<file path="config.mk">
export PLATFORM = sky130hd
export DESIGN_NAME = ones_distributor_flat
export DESIGN_NICKNAME = d
export VERILOG_FILES = /design/src/rtl/ones_distributor_if.sv /design/src/rtl/ones_distributor.sv /design/src/flat_wrapper.sv
export SDC_FILE = /design/constraint.sdc
export NUM_CORES = 1
export LEC_CHECK = 0
export CAP_MARGIN = 25
export CORE_MARGIN = 2
export CORE_UTILIZATION = 35
export DETAILED_ROUTE_END_ITERATION = 12
export SYNTH_ARGS = -nofsm -noshare
export SYNTH_HDL_FRONTEND = slang
export SYNTH_SLANG_ARGS = --single-unit
</file>
<file path="constraint.sdc">
create_clock -name clock_i -period 2 [get_ports clock_i]
set_clock_uncertainty 0.05 [all_clocks]
set_input_delay 0.3 -clock clock_i [delete_from_list [all_inputs] [get_ports clock_i]]
set_output_delay 0.3 -clock clock_i [all_outputs]
set_load 0.02 [all_outputs]
</file>
<file path="src/rtl/ones_distributor_if.sv">
// Request/response bundle for ones_distributor: a k-of-N request in, a serial
// bit stream and the completed parallel frame out.
interface ones_distributor_if #(
    parameter int N = 8
);
    // Handshake: a request transfers on a rising edge where valid_i && ready_o.
    // ready_o depends only on internal state, never on valid_i. A request that
    // is offered while ready_o is low is ignored, not queued.
    logic [$clog2(N+1)-1:0] ones_i;
    logic                   valid_i;
    logic                   ready_o;
    logic                   bit_o;
    logic                   bit_valid_o;
    logic                   frame_last_o;
    logic [N-1:0]           features_o;
    logic                   features_valid_o;

    modport master (
        output ones_i, valid_i,
        input  ready_o, bit_o, bit_valid_o, frame_last_o, features_o, features_valid_o
    );

    modport slave (
        input  ones_i, valid_i,
        output ready_o, bit_o, bit_valid_o, frame_last_o, features_o, features_valid_o
    );
endinterface

</file>
<file path="src/rtl/ones_distributor.sv">
// Spreads k ones evenly over an N-bit serial frame using an accumulator.
// Define ONES_DISTRIBUTOR_PARALLEL_EN to also capture the frame into features_o.
module ones_distributor #(
    parameter int OUTPUT_FEATURES = 8
) (
    input  logic              clock_i,
    input  logic              reset_i,
    ones_distributor_if.slave bus,
    output logic [1:0]        state_o
);
    localparam int N  = OUTPUT_FEATURES;
    localparam int KW = $clog2(N + 1);
    localparam int AW = $clog2(2 * N);
    localparam int JW = $clog2(N);

    localparam logic [KW-1:0] N_K    = KW'(N);
    localparam logic [AW:0]   N_S    = (AW + 1)'(N);
    localparam logic [JW-1:0] J_LAST = JW'(N - 1);

    typedef enum logic [1:0] {
        IDLE = 2'd0,
        RUN  = 2'd1,
        DONE = 2'd2
    } state_t;

    state_t        state_q, state_d;
    logic [KW-1:0] k_q, k_d;
    logic [AW-1:0] acc_q, acc_d;
    logic [JW-1:0] j_q, j_d;

    logic [KW-1:0] k_sat;
    logic [AW:0]   sum;
    logic          hit;
    logic          accept;

    assign k_sat  = (bus.ones_i > N_K) ? N_K : bus.ones_i;
    assign sum    = {1'b0, acc_q} + (AW + 1)'(k_q);
    assign hit    = (sum >= N_S);
    assign accept = (state_q == IDLE) && bus.valid_i;

    always_comb begin
        state_d = state_q;
        k_d     = k_q;
        acc_d   = acc_q;
        j_d     = j_q;
        case (state_q)
            IDLE: begin
                if (bus.valid_i) begin
                    k_d     = k_sat;
                    acc_d   = '0;
                    j_d     = '0;
                    state_d = RUN;
                end
            end
            RUN: begin
                // Remainder after emitting a one stays below N, so acc never grows past N-1.
                acc_d = hit ? AW'(sum - N_S) : AW'(sum);
                j_d   = j_q + 1'b1;
                if (j_q == J_LAST) begin
                    j_d     = '0;
                    state_d = DONE;
                end
            end
            DONE: begin
                state_d = IDLE;
            end
            default: begin
                state_d = IDLE;
            end
        endcase
    end

    always_ff @(posedge clock_i) begin
        if (reset_i) begin
            state_q <= IDLE;
            k_q     <= '0;
            acc_q   <= '0;
            j_q     <= '0;
        end else begin
            state_q <= state_d;
            k_q     <= k_d;
            acc_q   <= acc_d;
            j_q     <= j_d;
        end
    end

    assign bus.ready_o      = (state_q == IDLE);
    assign bus.bit_valid_o  = (state_q == RUN);
    assign bus.bit_o        = (state_q == RUN) && hit;
    assign bus.frame_last_o = (state_q == RUN) && (j_q == J_LAST);
    assign state_o          = state_q;

`ifdef ONES_DISTRIBUTOR_PARALLEL_EN
    logic [N-1:0] features_q, features_d;

    // Cleared on accept so a stale frame never mixes with the new one.
    always_comb begin
        features_d = features_q;
        if (accept) begin
            features_d = '0;
        end else if (state_q == RUN) begin
            features_d[j_q] = hit;
        end
    end

    always_ff @(posedge clock_i) begin
        if (reset_i) begin
            features_q <= '0;
        end else begin
            features_q <= features_d;
        end
    end

    assign bus.features_o       = features_q;
    assign bus.features_valid_o = (state_q == DONE);
`else
    assign bus.features_o       = '0;
    assign bus.features_valid_o = 1'b0;
`endif
endmodule
</file>
<file path="src/flat_wrapper.sv">
// flat-port wrapper written by rule: the top's interface ports become plain ports
module ones_distributor_flat 
#(
    parameter int OUTPUT_FEATURES = 8
)
  (clock_i, reset_i, state_o, bus_ones_i, bus_valid_i, bus_ready_o, bus_bit_o, bus_bit_valid_o, bus_frame_last_o, bus_features_o, bus_features_valid_o);
  ones_distributor_if bus_i ();
  input  logic clock_i;
  input  logic reset_i;
  output logic [1:0] state_o;
  input wire logic [$bits(bus_i.ones_i)-1:0] bus_ones_i;
  input wire logic [$bits(bus_i.valid_i)-1:0] bus_valid_i;
  output wire logic [$bits(bus_i.ready_o)-1:0] bus_ready_o;
  output wire logic [$bits(bus_i.bit_o)-1:0] bus_bit_o;
  output wire logic [$bits(bus_i.bit_valid_o)-1:0] bus_bit_valid_o;
  output wire logic [$bits(bus_i.frame_last_o)-1:0] bus_frame_last_o;
  output wire logic [$bits(bus_i.features_o)-1:0] bus_features_o;
  output wire logic [$bits(bus_i.features_valid_o)-1:0] bus_features_valid_o;
  assign bus_i.ones_i = bus_ones_i;
  assign bus_i.valid_i = bus_valid_i;
  assign bus_ready_o = bus_i.ready_o;
  assign bus_bit_o = bus_i.bit_o;
  assign bus_bit_valid_o = bus_i.bit_valid_o;
  assign bus_frame_last_o = bus_i.frame_last_o;
  assign bus_features_o = bus_i.features_o;
  assign bus_features_valid_o = bus_i.features_valid_o;
  ones_distributor #(.OUTPUT_FEATURES(OUTPUT_FEATURES)) u_core (.clock_i(clock_i), .reset_i(reset_i), .bus(bus_i), .state_o(state_o));
endmodule
</file>
## After elaboration in Yosys (flattened, before gate mapping)

Cells that the tools add are included.

- Register bits: 13
- Bits in latches: 0
- RAM bits: 0
- ROM bits: 0
- Input bits: 7
- Output and inout port bits: 15
- Word-level logic and storage cells: 30
- Memories: 0

- Add/subtract/negate cells: 3
- $mul: 0
- Divide/modulo/power cells: 0
- Order comparisons: 2
- Equal/unequal tests: 4
- Shift-type cells: 0
- Mux-type cells: 10
- Bitwise operators: 0
- Reductions and logical operators: 7

Operators with widths:

| operator | number |
|---|---|
| $mux 4 | 3 |
| $pmux 4 s2 | 1 |
| $mux 3 | 2 |
| $pmux 3 s2 | 1 |
| $reduce_and 2->1 | 3 |
| $add 4x4->5 | 1 |
| $ge 5x4->1 const B | 1 |
| $gt 4x4->1 const B | 1 |
| $mux 2 | 2 |
| $pmux 2 s2 | 1 |
| $sub 4x4->4 const B | 1 |
| $add 3x1->3 const B | 1 |
| $eq 3x3->1 const B | 1 |
| $eq 2x1->1 const B | 1 |
| $logic_and 1x1->1 | 2 |
| $logic_not 2->1 | 1 |
| $ne 2x1->1 const B | 1 |
| $ne 2x2->1 const B | 1 |
| $reduce_bool 2->1 | 1 |

## Depth between registers and ports, before layout

Gate-level depths: netlist (run 1).

- Depth in word-level cells: 4
- Gate-level depth with buffers: 7
- Depth with buffers taken out: 7

## Worst setup path after synthesis (run 1)

OpenSTA, ideal clock, no wires.

- Path type: register to output
- From: register u_core.acc_q[0]
- To: output bus_bit_o
- Data arrival time: 1440 ps
- Data required time: 1650 ps
- Path slack: 210 ps
- Stages on the path, launching flop included: 7
- Buffers on the path: 0
- Cells stage by stage: dfxtp_1 -> ha_1 -> inv_1 -> fa_1 -> inv_1 -> a311oi_2 -> a21oi_1

- Word-level cells in the longest chain between the ends: 3

Ends and longest elaborated chain:

| element | RTL line | RTL |
|---|---|---|
| start: declaration | ones_distributor.sv:28 | `logic [AW-1:0] acc_q, acc_d;` |
| start signal: assignment | ones_distributor.sv:77 | `acc_q <= '0;` |
| start signal: assignment | ones_distributor.sv:82 | `acc_q <= acc_d;` |
| $add 4x4->5 | ones_distributor.sv:37 | `assign sum = {1'b0, acc_q} + (AW + 1)'(k_q);` |
| $ge 5x4->1 | ones_distributor.sv:38 | `assign hit = (sum >= N_S);` |
| $logic_and 1x1->1 | ones_distributor.sv:89 | `assign bus.bit_o = (state_q == RUN) && hit;` |
| end: declaration | flat_wrapper.sv:14 | `output wire logic [$bits(bus_i.bit_o)-1:0] bus_bit_o;` |

No other way between the ends.

## Worst setup path after layout (run 1)

- From: register u_core.acc_q[1]
- To: output bus_bit_o

Same word-level chain as after synthesis.

==> results of run 1 <==
-- path summary, 6_finish.rpt --
check,slack (ns),end,startpoint
worst max-delay path,0.0006,bus_bit_o,u_core.acc_q[1]
worst min-delay path,0.43,u_core.j_q[2],u_core.j_q[2]
worst max register to register,0.26,u_core.acc_q[3],u_core.acc_q[1]
worst min register to register,0.43,u_core.j_q[2],u_core.j_q[2]
-- per-stage QoR --
stage	cell area, um2	setup TNS (ns)	hold slack (ns)
2_1_floorplan	760.7	0	0.3191
3_3_place_gp	873.3	-0.1813	0.3950
3_5_place_dp	873.3	-0.2055	0.4014
4_1_cts	918.4	-0.003700	0.4088
5_1_grt	940.9	-0.06578	0.4490
6_report	940.9	0	0.4280
-- synthesized netlist by cell type, drive strengths merged --
cell type   n
a21o        1
a21oi      11
a311oi      1
a31oi       1
a32o        1
and2        1
buf        10
clkbuf      1
conb        1
dfxtp      13
fa          1
ha          6
inv         6
mux2i       1
nand2       7
nand2b      2
nand3       4
nand3b      1
nand4b      3
nor2        5
nor2b       1
nor3        2
o21bai      1
xnor2       1
xor2        1
-- power breakdown --
part,internal [mW],switching (mW),total (mW)
sequential,0.268,0.00733,0.275
clock,0.0742,0.0936,0.168
combinational,0.0440,0.0625,0.107
-- area by class of cell --
type,instances,area (um2)
clock inverters,1,5.005
fillers,209,1021
inverters,6,25.02
well taps,27,33.78
flip-flops and latches,13,265.3
repair buffers,19,171.4
clock buffers,3,22.52
multi-input cells,61,417.9
-- state kept, by name, indices dropped and copies added, names as in the netlist --
signal	count
u_core.k_q	4
u_core.acc_q	4
u_core.state_o	2
u_core.j_q	3
-- per-layer routing --
| layer | GRT usage | vias to the layer above | share of wire |
|---|---|---|---|
| met5 | 0 | - | 0 |
| met4 | 0.01389 | 0 | 0 |
| met3 | 0.05455 | 0 | 0.046 |
| met2 | 0.2022 | 15 | 0.51 |
| met1 | 0.1479 | 291 | 0.45 |
| li1 | - | 304 | - |
-- worst max-delay path: cells and delay by family, from the launching register on --
| family | cells | cell delay [ns] |
|---|---|---|
| fa+ha+maj | 1 | 0.28 |
| buf+inv | 1 | 0.16 |
| xor+xnor | 1 | 0.19 |
| flops | 1 | 0.34 |
| compound gates | 3 | 0.41 |
-- logic make-up after synthesis --
group	Yosys count
multiplexers	1
flip-flops	13
adder cells (fa/ha/maj)	7
other	1
AO/OA/AOI/OAI	16
AND/OR/NAND/NOR	26
buffers and inverters	17
XOR/XNOR	2
-- repair_timing --
action / 4_1_cts / 5_1_grt
setup endpoints to repair: 3 / 2
resized for setup: 13 / 5
pin swaps: 4 / 3
buffers inserted: 1 / 1
==> impl_results.md, run 1 <==
* Status: complete, no violations
* Die W at 49.69 um
* Area leader, netlist: dfxtp_1
* Initial antenna violation count at 0
* Hold depth at 2
* DR WL/cell at roughly 11 um
* Dpl hpwl at around 1.1 mm
* Worst Path Required at 1.65 ns
* WL final at 1.477 mm
* CTS tree: yes
* #FFs+latches synth at 13
* Fin cells at 130
* Post-synth top area share at 0.3562
* DRT Pass-1 Iters at 4
* Area contributors post-synth: dfxtp_1 (36%), buf_4 (10%), ha_1 (10%), a21oi_1 (7.5%), nand4b_1 (3.6%)
* Worst-case clock buffer depth at 2
* Total number of vias at 610
* Setup violators final at 0
* Post-synthesis sequential area ratio at 0.3562
* Antenna viol nets, final at 0
* Final min period at 1.999 ns
* Area growth syn-to-layout at 28.77%
* Grt ovf at 0
* Num CTS Buffers at 3
* Drc violations at 0
* Critical Path AT at between 1.5 and 2 ns
* CTS root buf: clkbuf_4
* Fin. Hold Viols at 0
* RSZ-0062 raised after global routing: true
* Max IR drop VDD at roughly 0.00046 V
* Inst Count DP at 124
* Slowest-stage cell, CP: dfxtp_2
* Worst slack, placed at -0.2055 ns
* Most common cell after layout, fill and taps aside: a21oi_1
* Simple-gate portion of the synthesized area at 0.1901
* Initial core utilization at 0.3724
* Yosys Warn Count at 0
* Die footprint at 0.002469 mm2
* Main combinational cell family by area after synthesis: simple AND/OR/NAND/NOR gates
* IO Pins at 22
* Crit share post-route at 0.9997
* Gr usage total at 0.1215
* R2R depth at 8
* Largest net degree at the start of global routing at 12
* H-tree Lvls at 1
* Setup ws final at 0.0005521 ns
* Core area at 0.001962 mm2
* Total power at 0.5494 mW
* Die height at 49.69 um
* Clock slew at reported path FFs at 0.09 ns
* Leakage power at 0.4176 nW
* Number of DRC markers in iteration 0 at 7
* First-pass GRT wire length at 2.270 mm
* Vias per cell at 4.692
* Worst-Skew Late Latency at between 0.2 and 0.3 ns
* Crit start category: register
* Post-synthesis xor/xnor area fraction at 0.02397
* Crit end category: primary output
* Final core occ at 0.4796
* Nets at between 100 and 150
* Mapped cell area at approximately 730 um2
* Fmax at 500.1 MHz
* Worst-path cell chain: ha_1, a21o_1, a21oi_2, xor2_1, a21oi_1, buf_4
* Commonest cells after routing, fill and taps aside: a21oi_1 (10), conb_1 (9), clkdlybuf4s50_1 (9), dfxtp_1 (9), buf_4 (8)
* CP max stage delay at 0.34 ns
* CP Class: register to primary output
* Slew Viols, Final at 0
* Syn Area/Cell at 8.804 um2
* Row Count at 16
* Multiplexer area fraction after synthesis at 0.01370
* Share of cells above drive strength 1 at 0.2524
* Vias in the first global route at between 500 and 600
* Synth Area in Compound Gates at 0.1387
* Largest fanout on the critical path at 3
* Power Density at 583.9 mW/mm2
* GP Congestion at 0.7442
* CTS Hold Bufs at 0
* CTS Sinks at 13
* Synth Area in Adders at 0.1301
* Post-synthesis cell count at 83
* Synth unique cells at 28
* Hold Crit Class: register to register
* Antenna fix cells at 0
* Max-Cap Viols at 0
* Port-buffer cells at 12
Power figures use the tool's default switching activity.
==> run 2: changes to the inputs <==
--- a/config.mk
+++ b/config.mk
@@ -9,6 +9,7 @@
 export CORE_MARGIN = 2
 export CORE_UTILIZATION = 35
 export DETAILED_ROUTE_END_ITERATION = 12
+export MAX_ROUTING_LAYER = met4
 export SYNTH_ARGS = -nofsm -noshare
 export SYNTH_HDL_FRONTEND = slang
 export SYNTH_SLANG_ARGS = --single-unit
==> constraint.sdc (replaced) <==
create_clock -name clock_i -period 2.6 [get_ports clock_i]
set_clock_uncertainty 0.05 [all_clocks]
set_input_delay 0.39 -clock clock_i [delete_from_list [all_inputs] [get_ports clock_i]]
set_output_delay 0.39 -clock clock_i [all_outputs]
set_load 0.02 [all_outputs]
==> run 2 against run 1 <==
Hold slack got worse by 0.022 ns. Worst setup slack improved by 0.28 ns. Clock-buffer cell count increased by 1. Combinational power decreased by 31%. Register-to-register slack improved by 0.79 ns. Sequential share of layout area increased by 1.8 points. Flip-flop and latch count unchanged. Sequential power decreased by 24%. Total power decreased by 26%. Via count decreased by 6.4%. Clock power decreased by 27%. Highest routed layer is now met4.
==> impl_results.md, run 2 (synthesized netlist as in run 1, its figures left out) <==
* First-pass GRT wire length at 2.187 mm
* Worst-path cell chain: ha_1, inv_1, fa_1, inv_1, a311oi_2, a21oi_1, dlygate4sd2_1
* Drc violations at 0
* Area growth syn-to-layout at 18.84%
* CTS tree: yes
* Port-buffer cells at 12
* Max-Cap Viols at 0
* DR WL/cell at 10.08 um
* Top flop regs: u_core.acc_q: 4 flops, u_core.k_q: 4 flops, u_core.j_q: 3 flops
* Dpl hpwl at 986.5 um
* WL final at 1.250 mm
* Final min period at 2.322 ns
* Most used cell, CP: inv_1
* Crit start category: register
* Total number of vias at 571
* Row Count at 16
* Number of DRC markers in iteration 0 at 6
* H-tree Lvls at 1
* Antenna viol nets, final at 0
* Core area at 0.001962 mm2
* Vias per cell at 4.605
* Crit share post-route at 0.8931
* Grt ovf at 0
* Antenna fix cells at 0
* Slew Viols, Final at 0
* CTS Sinks at 13
* Initial core utilization at 0.3724
* Slew margin rel. at 0.6529
* Die W at around 50 um
* Vias in the first global route at 551
* Worst-case clock buffer depth at 2
* GP Congestion at 0.7012
* RSZ-0062 raised after global routing: false
* Largest fanout on the critical path at 2
* Slew @ Worst Pin at about 0.52 ns
* Leakage power at around 0.37 nW
* CP max stage delay at 0.39 ns
* Largest net degree at the start of global routing at 15
* Clock slew at reported path FFs at roughly 0.080 ns
* Final core occ at 0.4426
* Critical Path AT at 1.88 ns
* Setup Fix Bufs, Post-CTS at 0
* Die footprint at around 0.0025 mm2
* Worst-Skew Late Latency at 0.27 ns
* Initial antenna violation count at 0
* Die height at 49.69 um
* Status: complete, no violations
* Share of cells above drive strength 1 at 0.08247
* Most common cell after layout, fill and taps aside: dfxtp_1
* Power Density at 468.3 mW/mm2
* Worst Path Required at 2.16 ns
* Gr usage total at 0.1173
* Commonest cells after routing, fill and taps aside: dfxtp_1 (13), a21oi_1 (11), clkdlybuf4s50_1 (11)
* Fmax at between 400 and 500 MHz
* IO Pins at 22
* Nets at 112
* Num CTS Buffers at 3
* Slowest-stage cell, CP: fa_1
* DRT Pass-1 Iters at 4
* Setup tns final at 0 ns
* Hold Crit Class: register to register
* Max IR drop VDD at 0.0002256 V
* Setup violators final at 0
* Fin. Hold Viols at 0
* CTS root buf: clkbuf_4
* Crit end category: primary output
* CP Class: register to primary output
## run 2: cell types whose count changed in the layout (fill, tap and decap cells not counted), moves of 2 or more
cell,before,now
dfxtp_1,9,13
buf_4,8,1
clkdlybuf4s50_1,9,11
inv_1,3,5
dfxtp_2,4,0
inv_2,2,0
## run 2: cell type report
class                   count  area (um2)
clock buffers               4       26.28
fillers                   216        1094
inverters                   6       25.02
multi-input cells          61       396.6
flip-flops and latches     13       260.3
well taps                  27       33.78
repair buffers             13       126.4
## run 2: stage by stage
stage               hold WS (ns)  power [mW]  instance area (um2)  instances  worst slack, ns
floorplan                 0.3795      0.2723                760.7         91           0.7199
global placement          0.3948      0.2884                843.3        120           0.3171
detailed placement        0.3996      0.2895                843.3        120           0.3002
CTS                       0.4105      0.4149                868.3        124           0.2630
global route              0.4234      0.4310                868.3        124           0.1584
finish                    0.4063      0.4067                868.3        124           0.2780
## run 2: report_power, final
group	leakage [nW]	internal, mW	switching (mW)
Sequential	0.106	0.206	0.00462
Clock	0.0150	0.0594	0.0635
Combinational	0.252	0.0279	0.0458
Total	0.373	0.293	0.114
## run 2: critical path: cells and delay by family (launching register included)
family | cells | cell delay [ns]
fa+ha+maj | 2 | 0.55
buf+inv | 3 | 0.47
flops | 1 | 0.34
compound gates | 2 | 0.24
## run 2: final timing paths
check / start / to / slack, ns / cells past startpoint
setup / recovery: u_core.acc_q[0] / bus_bit_o / 0.28 / 7
hold / removal: u_core.k_q[0] / u_core.k_q[0] / 0.41 / 2
setup reg to reg: u_core.acc_q[1] / u_core.acc_q[3] / 1.05 / 5
hold reg to reg: u_core.k_q[0] / u_core.k_q[0] / 0.41 / 2
## run 2: metal layers
metal,global-route usage,part of all wire
met5,-,0
met4,0.05556,0.018
met3,0.01818,0.031
met2,0.2089,0.50
met1,0.1264,0.45
## run 2: timing repair
item	in CTS	in global routing
setup endpoints to repair	1	0
hold buffers	0	0
resized for setup	1	0
